**config.mk**
```make
export PLATFORM = sky130hd
export DESIGN_NAME = aes_decrypt_core
export DESIGN_NICKNAME = d
export VERILOG_FILES = /design/src/rtl/aes_decrypt_core.sv
export SDC_FILE = /design/constraint.sdc
export NUM_CORES = 2
export LEC_CHECK = 0
export CORE_AREA = 2 2 739 741
export DETAILED_ROUTE_END_ITERATION = 12
export DIE_AREA = 0 0 741 743
export GPL_ROUTABILITY_DRIVEN = 0
export PLACE_DENSITY_LB_ADDON = 0.25
export SLEW_MARGIN = 5
export SYNTH_ARGS = -nofsm -noshare
export SYNTH_HDL_FRONTEND = slang
export SYNTH_SLANG_ARGS = --single-unit
```
**constraint.sdc**
```tcl
create_clock -name CLK -period 17.4 [get_ports CLK]
set_input_delay 1.74 -clock CLK [delete_from_list [all_inputs] [get_ports CLK]]
set_output_delay 1.74 -clock CLK [all_outputs]
set_load 0.01 [all_outputs]
```
**src/rtl/aes_decrypt_core.sv**
```systemverilog
// Iterative AES-128 inverse cipher: sequences the rounds and performs InvShiftRows,
// AddRoundKey and column-serial InvMixColumns; InvSubBytes is supplied externally.
module aes_decrypt_core (
   input  logic            CLK,
   input  logic            RESET,
   input  logic            AES_START,
   input  logic [127:0]    AES_MSG_ENC,
   input  logic [1407:0]   KEY_SCHEDULE,
   input  logic            KS_VALID,
   input  logic [127:0]    SUB_OUT,
   output logic [127:0]    SUB_IN,
   output logic [127:0]    AES_MSG_DEC,
   output logic            AES_DONE
);

   typedef enum logic [3:0] {
      S_WAIT     = 4'd0,
      S_KEY_WAIT = 4'd1,
      S_ADD_INIT = 4'd2,
      S_SHIFT    = 4'd3,
      S_SUB      = 4'd4,
      S_ADD      = 4'd5,
      S_MIX0     = 4'd6,
      S_MIX1     = 4'd7,
      S_MIX2     = 4'd8,
      S_MIX3     = 4'd9,
      S_DONE     = 4'd10
   } state_t;

   state_t         state_q, state_d;
   logic [127:0]   blk_q, blk_d;
   logic [127:0]   dec_q, dec_d;
   logic [3:0]     rnd_q, rnd_d;
   logic           done_q, done_d;
   logic [127:0]   rk_s [0:10];
   logic [127:0]   rk_cur_s;

   for (genvar r = 0; r < 11; r++) begin : g_rk
      assign rk_s[r] = KEY_SCHEDULE[1407-128*r -: 128];
   end

   // ADD uses round key 10-RND, so the final round (RND=10) lands on the cipher key
   assign rk_cur_s = rk_s[4'd10 - rnd_q];

   function automatic logic [7:0] xtime(input logic [7:0] a);
      return {a[6:0], 1'b0} ^ (a[7] ? 8'h1b : 8'h00);
   endfunction

   function automatic logic [7:0] gmul(input logic [7:0] a, input logic [3:0] b);
      logic [7:0] p;
      logic [7:0] x;
      p = 8'h00;
      x = a;
      for (int i = 0; i < 4; i++) begin
         p = p ^ (b[i] ? x : 8'h00);
         x = xtime(x);
      end
      return p;
   endfunction

   function automatic logic [31:0] inv_mix_col(input logic [31:0] c);
      logic [7:0] a0, a1, a2, a3;
      a0 = c[31:24];
      a1 = c[23:16];
      a2 = c[15:8];
      a3 = c[7:0];
      return {gmul(a0, 4'he) ^ gmul(a1, 4'hb) ^ gmul(a2, 4'hd) ^ gmul(a3, 4'h9),
              gmul(a0, 4'h9) ^ gmul(a1, 4'he) ^ gmul(a2, 4'hb) ^ gmul(a3, 4'hd),
              gmul(a0, 4'hd) ^ gmul(a1, 4'h9) ^ gmul(a2, 4'he) ^ gmul(a3, 4'hb),
              gmul(a0, 4'hb) ^ gmul(a1, 4'hd) ^ gmul(a2, 4'h9) ^ gmul(a3, 4'he)};
   endfunction

   // byte s(r,c) sits at bit 127-8*(4c+r); row r rotates right by r
   function automatic logic [127:0] inv_shift_rows(input logic [127:0] s);
      logic [127:0] o;
      o = 128'h0;
      for (int c = 0; c < 4; c++) begin
         for (int r = 0; r < 4; r++) begin
            o[127-8*(4*c+r) -: 8] = s[127-8*(4*((c-r+4)%4)+r) -: 8];
         end
      end
      return o;
   endfunction

   // state register
   always_ff @(posedge CLK or posedge RESET) begin
      if (RESET) begin
         state_q <= S_WAIT;
      end else begin
         state_q <= state_d;
      end
   end

   // next-state logic
   always_comb begin
      state_d = state_q;
      case (state_q)
         S_WAIT:     if (AES_START) state_d = S_KEY_WAIT; else state_d = S_WAIT;
         S_KEY_WAIT: if (KS_VALID)  state_d = S_ADD_INIT; else state_d = S_KEY_WAIT;
         S_ADD_INIT: state_d = S_SHIFT;
         S_SHIFT:    state_d = S_SUB;
         S_SUB:      state_d = S_ADD;
         S_ADD:      if (rnd_q == 4'd10) state_d = S_DONE; else state_d = S_MIX0;
         S_MIX0:     state_d = S_MIX1;
         S_MIX1:     state_d = S_MIX2;
         S_MIX2:     state_d = S_MIX3;
         S_MIX3:     state_d = S_SHIFT;
         S_DONE:     if (AES_START) state_d = S_DONE; else state_d = S_WAIT;
         default:    state_d = S_WAIT;
      endcase
   end

   // datapath and output next values
   always_comb begin
      blk_d = blk_q;
      rnd_d = rnd_q;
      dec_d = dec_q;
      case (state_q)
         S_ADD_INIT: begin
            blk_d = AES_MSG_ENC ^ rk_s[10];
            rnd_d = 4'd1;
         end
         S_SHIFT: blk_d = inv_shift_rows(blk_q);
         S_SUB:   blk_d = SUB_OUT;
         S_ADD: begin
            blk_d = blk_q ^ rk_cur_s;
            if (rnd_q == 4'd10) dec_d = blk_q ^ rk_cur_s;
            else                dec_d = dec_q;
         end
         S_MIX0: blk_d[127:96] = inv_mix_col(blk_q[127:96]);
         S_MIX1: blk_d[95:64]  = inv_mix_col(blk_q[95:64]);
         S_MIX2: blk_d[63:32]  = inv_mix_col(blk_q[63:32]);
         S_MIX3: begin
            blk_d[31:0] = inv_mix_col(blk_q[31:0]);
            rnd_d       = rnd_q + 4'd1;
         end
         default: begin
            blk_d = blk_q;
         end
      endcase
      done_d = (state_d == S_DONE);
   end

   // datapath registers
   always_ff @(posedge CLK or posedge RESET) begin
      if (RESET) begin
         blk_q  <= 128'h0;
         dec_q  <= 128'h0;
         rnd_q  <= 4'd0;
         done_q <= 1'b0;
      end else begin
         blk_q  <= blk_d;
         dec_q  <= dec_d;
         rnd_q  <= rnd_d;
         done_q <= done_d;
      end
   end

   assign SUB_IN      = blk_q;
   assign AES_MSG_DEC = dec_q;
   assign AES_DONE    = done_q;

endmodule

```
==> impl_results.md <==
- Outcome: finished, final reports clean
- Post-CTS sizing: 0
- Die area: 551000 sq um
- RSZ-0062 raised after global routing: no
- Layout Cells excl Fill: about 13000
- Required time of the critical path: approximately 18000 ps
- CP max FO: 45
- Largest net degree at the start of global routing: 104
- # H-tree levels: 2
- Worst Setup Start Kind: flip-flop
- Total core area: about 540000 sq um
- Main synth FF type: dfrtp_1
- Crit end category: flip-flop
- Via-to-Cell Ratio: 3.52
- Remaining Overflow, GRT: 0
- Syn nets: 5659
- ANT nets after route: 0
- Mean Syn Cell Area: 9.01 sq um
- DR WL/cell: 49.8 um
- Max stage delay on crit path: 1150 ps
- Synth Warn #: 0
- Clock-pin slew on the worst setup and hold paths: around 70 ps
- #FFs+latches synth: 265
- Port buffer count: 1924
- Worst Path Arrival: 6570 ps
- TritonRoute pass-1 iters: 6
- Routed via count: 46700
- Slew of the pin with the lowest slew margin: about 1400 ps
- Final Hold Vio Count: 0
- Cell mode on critical path: buf_4
- Fillers: roughly 62000
- Hold buffers post-CTS: 0
- WS Path Type: flip-flop to flip-flop
- Inst Count DP: 12900
- Max Clock Freq: 0.167 GHz
- Seq/Total Area, Yosys: 18.5%
- Setup TNS: 0 ps
- HP Class: flip-flop to flip-flop
- Worst-skew pair later-pin latency: ~670 ps
- Max Root-Sink Buffers: 3
- Place WS: 11450 ps
- Std cell rows: 271
- Number of setup buffers added after CTS: 0
- Clk_skew: a little over 30 ps
- CTS tree: built
- Die width: roughly 740 um
- Distinct cell type count after synthesis: 68
- Final Cycle Share: between 30% and 40%
- Number of global-route vias before repair: between 40000 and 50000
- CP max-delay cell: o31ai_1
- Slew margin rel.: 4.69%
- Max Transition Viols Final: 0
- Tot GR Track Use: 23.0%
- Setup violators final: 0
- CTS Buf Count: 35
- Power per standard cell area: 313 nW/um^2
- Clock sinks: 265
- Starting density of the core: 6.62%
- Cells along the critical path: inv_8 -> ha_4 -> nor2b_4 -> buf_4 -> buf_4 -> buf_4 -> a221oi_1 -> o31ai_1 -> buf_4 -> xor2_1 -> nand2_1 -> a21oi_1
- Area Overhead vs Synth: 84.1%
- Hpwl dp: 593000 um
- Nets: 7413
- Cells after synthesis: about 4000
- Iteration-0 DRC Markers: 4492
- Root Buffer: clkbuf_16
- Ports: 1925
- Maximum capacitance violations: 0
- FFs w/ async S/R, synth: 100%
- First-pass GRT wire length: 762000 um
- Final min period: 6000 ps
- Post-synth EDFFs: 0
- Layout cells sized above 1: 12.1%
- Final wirelength: about 660000 um
- Worst VDD drop: 250 uV
- DRC Markers: 0
- Post-Syn Area: 35900 sq um
- Static leakage: 21.5 nW
- Initial antenna violation count: 824
- Die Y: approximately 740 um
- Worst setup margin: 11400 ps
- Fin Hold WS: ~480 ps
[per-stage QoR]
step / cell area [sq um] / total power, W / util [%]
final: 66100 / 0.0207 / 12.2
after CTS: 65500 / 0.0207 / 12.1
after floorplan: 35900 / 0.0116 / -
after global placement: 64300 / 0.0199 / 11.9
after detailed placement: 64400 / 0.0198 / 11.9
after global routing: 65800 / 0.0213 / 12.1
[cell type report]
class	instances	area [sq um]	share of cell area [%]
diodes	253	633	0.957
multi-input cells	3295	27700	41.8
flip-flops and latches	265	6640	10.0
well taps	7234	9050	13.7
inverters	11	56.3	0.0851
clock buffers	49	1050	1.59
clock inverters	14	105	0.159
repair buffers	2135	20900	31.6
[flip-flops by register name, summed over array words and instances, names as in the netlist]
register / flops
AES_MSG_DEC: 128
SUB_IN: 128
rnd_q: 4
state_q: 4
AES_DONE: 1
[final timing paths]
check                      slack (ps)                         from                           to  cells past startpoint
hold reg to reg                   480  AES_MSG_DEC[43]$_DFFE_PP0P_  AES_MSG_DEC[43]$_DFFE_PP0P_                      2
max in group asynchronous       13470                        RESET       SUB_IN[94]$_DFFE_PP0P_                      4
hold / removal                    480  AES_MSG_DEC[43]$_DFFE_PP0P_  AES_MSG_DEC[43]$_DFFE_PP0P_                      2
setup reg to reg                11400         rnd_q[0]$_DFFE_PP0P_       SUB_IN[43]$_DFFE_PP0P_                     12
setup / recovery                11400         rnd_q[0]$_DFFE_PP0P_       SUB_IN[43]$_DFFE_PP0P_                     12
min in group asynchronous        1530                        RESET  AES_MSG_DEC[60]$_DFFE_PP0P_                      2
[power breakdown]
group / leakage [nW] / internal [W] / total, W / switching [W]
clock: 0.561 / 0.000426 / 0.000849 / 0.000423
sequential: 2.74 / 0.000785 / 0.00132 / 0.000535
combinational: 18.2 / 0.00688 / 0.0185 / 0.0117
total: 21.5 / 0.00809 / 0.0207 / 0.0126
[logic make-up after synthesis]
kind of cell | after synthesis | share of synthesized area [%]
flops | 265 | 18.5
mux | 424 | 19.8
xor+xnor | 1087 | 29.3
compound gates | 881 | 16.7
simple gates | 901 | 10.1
buf+inv | 429 | 5.52
fa+ha+maj | 2 | 0.0696
[Yosys cell counts (27+ instances only)]
| master | number | share of area (%) |
|---|---|---|
| mux2i_1 | 114 | 3.2 |
| o21ai_0 | 127 | 1.8 |
| nand2_1 | 524 | 5.5 |
| a21oi_1 | 190 | 2.6 |
| mux2_2 | 90 | 2.8 |
| nor2_1 | 220 | 2.3 |
| buf_2 | 148 | 2.1 |
| xnor2_1 | 701 | 17 |
| a221oi_1 | 193 | 4.7 |
| a211oi_1 | 27 | 0.56 |
| o22ai_1 | 77 | 1.3 |
| o31ai_1 | 88 | 1.8 |
| dfrtp_1 | 265 | 18 |
| nand3_1 | 103 | 1.4 |
| buf_1 | 31 | 0.32 |
| clkbuf_1 | 201 | 2.1 |
| xnor3_1 | 44 | 2.8 |
| a22oi_1 | 44 | 0.92 |
| xor2_1 | 298 | 7.3 |
| mux4_2 | 220 | 14 |
[routing by layer]
layer,track usage (%),routed length (um)
met1,27.7,270000
met2,35.0,280000
met3,11.5,76100
met4,8.52,31600
met5,0,3250
[worst max-delay path: cells and delay by family (launching register included)]
| kind | cells | cell delay [ps] |
|---|---|---|
| simple gates | 2 | 270 |
| buf+inv | 5 | 2420 |
| xor+xnor | 1 | 280 |
| fa+ha+maj | 1 | 480 |
| flops | 1 | 700 |
| compound gates | 3 | 1500 |
[layout by cell type (no fill, tap or decap), types with 7 or more instances in the layout]
cell and n:
o31ai_1 61, clkbuf_8 10, and3_1 19, buf_12 7, o211a_1 9, a211oi_1 25
o31ai_2 26, o21ai_0 126, o22a_1 7, o21a_1 23, o211ai_1 17, o221ai_1 13
nand3_1 103, diode_2 253, xor2_1 297, dfrtp_1 261, a22oi_1 44, nand2_1 522
o21ai_1 25, mux4_2 220, clkdlybuf4s50_1 1924, xor2_2 11, a22o_1 8, clkbuf_16 36
a221o_1 7, nor3_1 7, o22ai_1 77, nor2_1 213, a21oi_1 189, xnor3_1 44
buf_4 204, a221oi_1 190, mux2i_1 113, xnor2_2 26, xnor2_1 698, mux2_2 90
(Power assumes the default switching activity.)
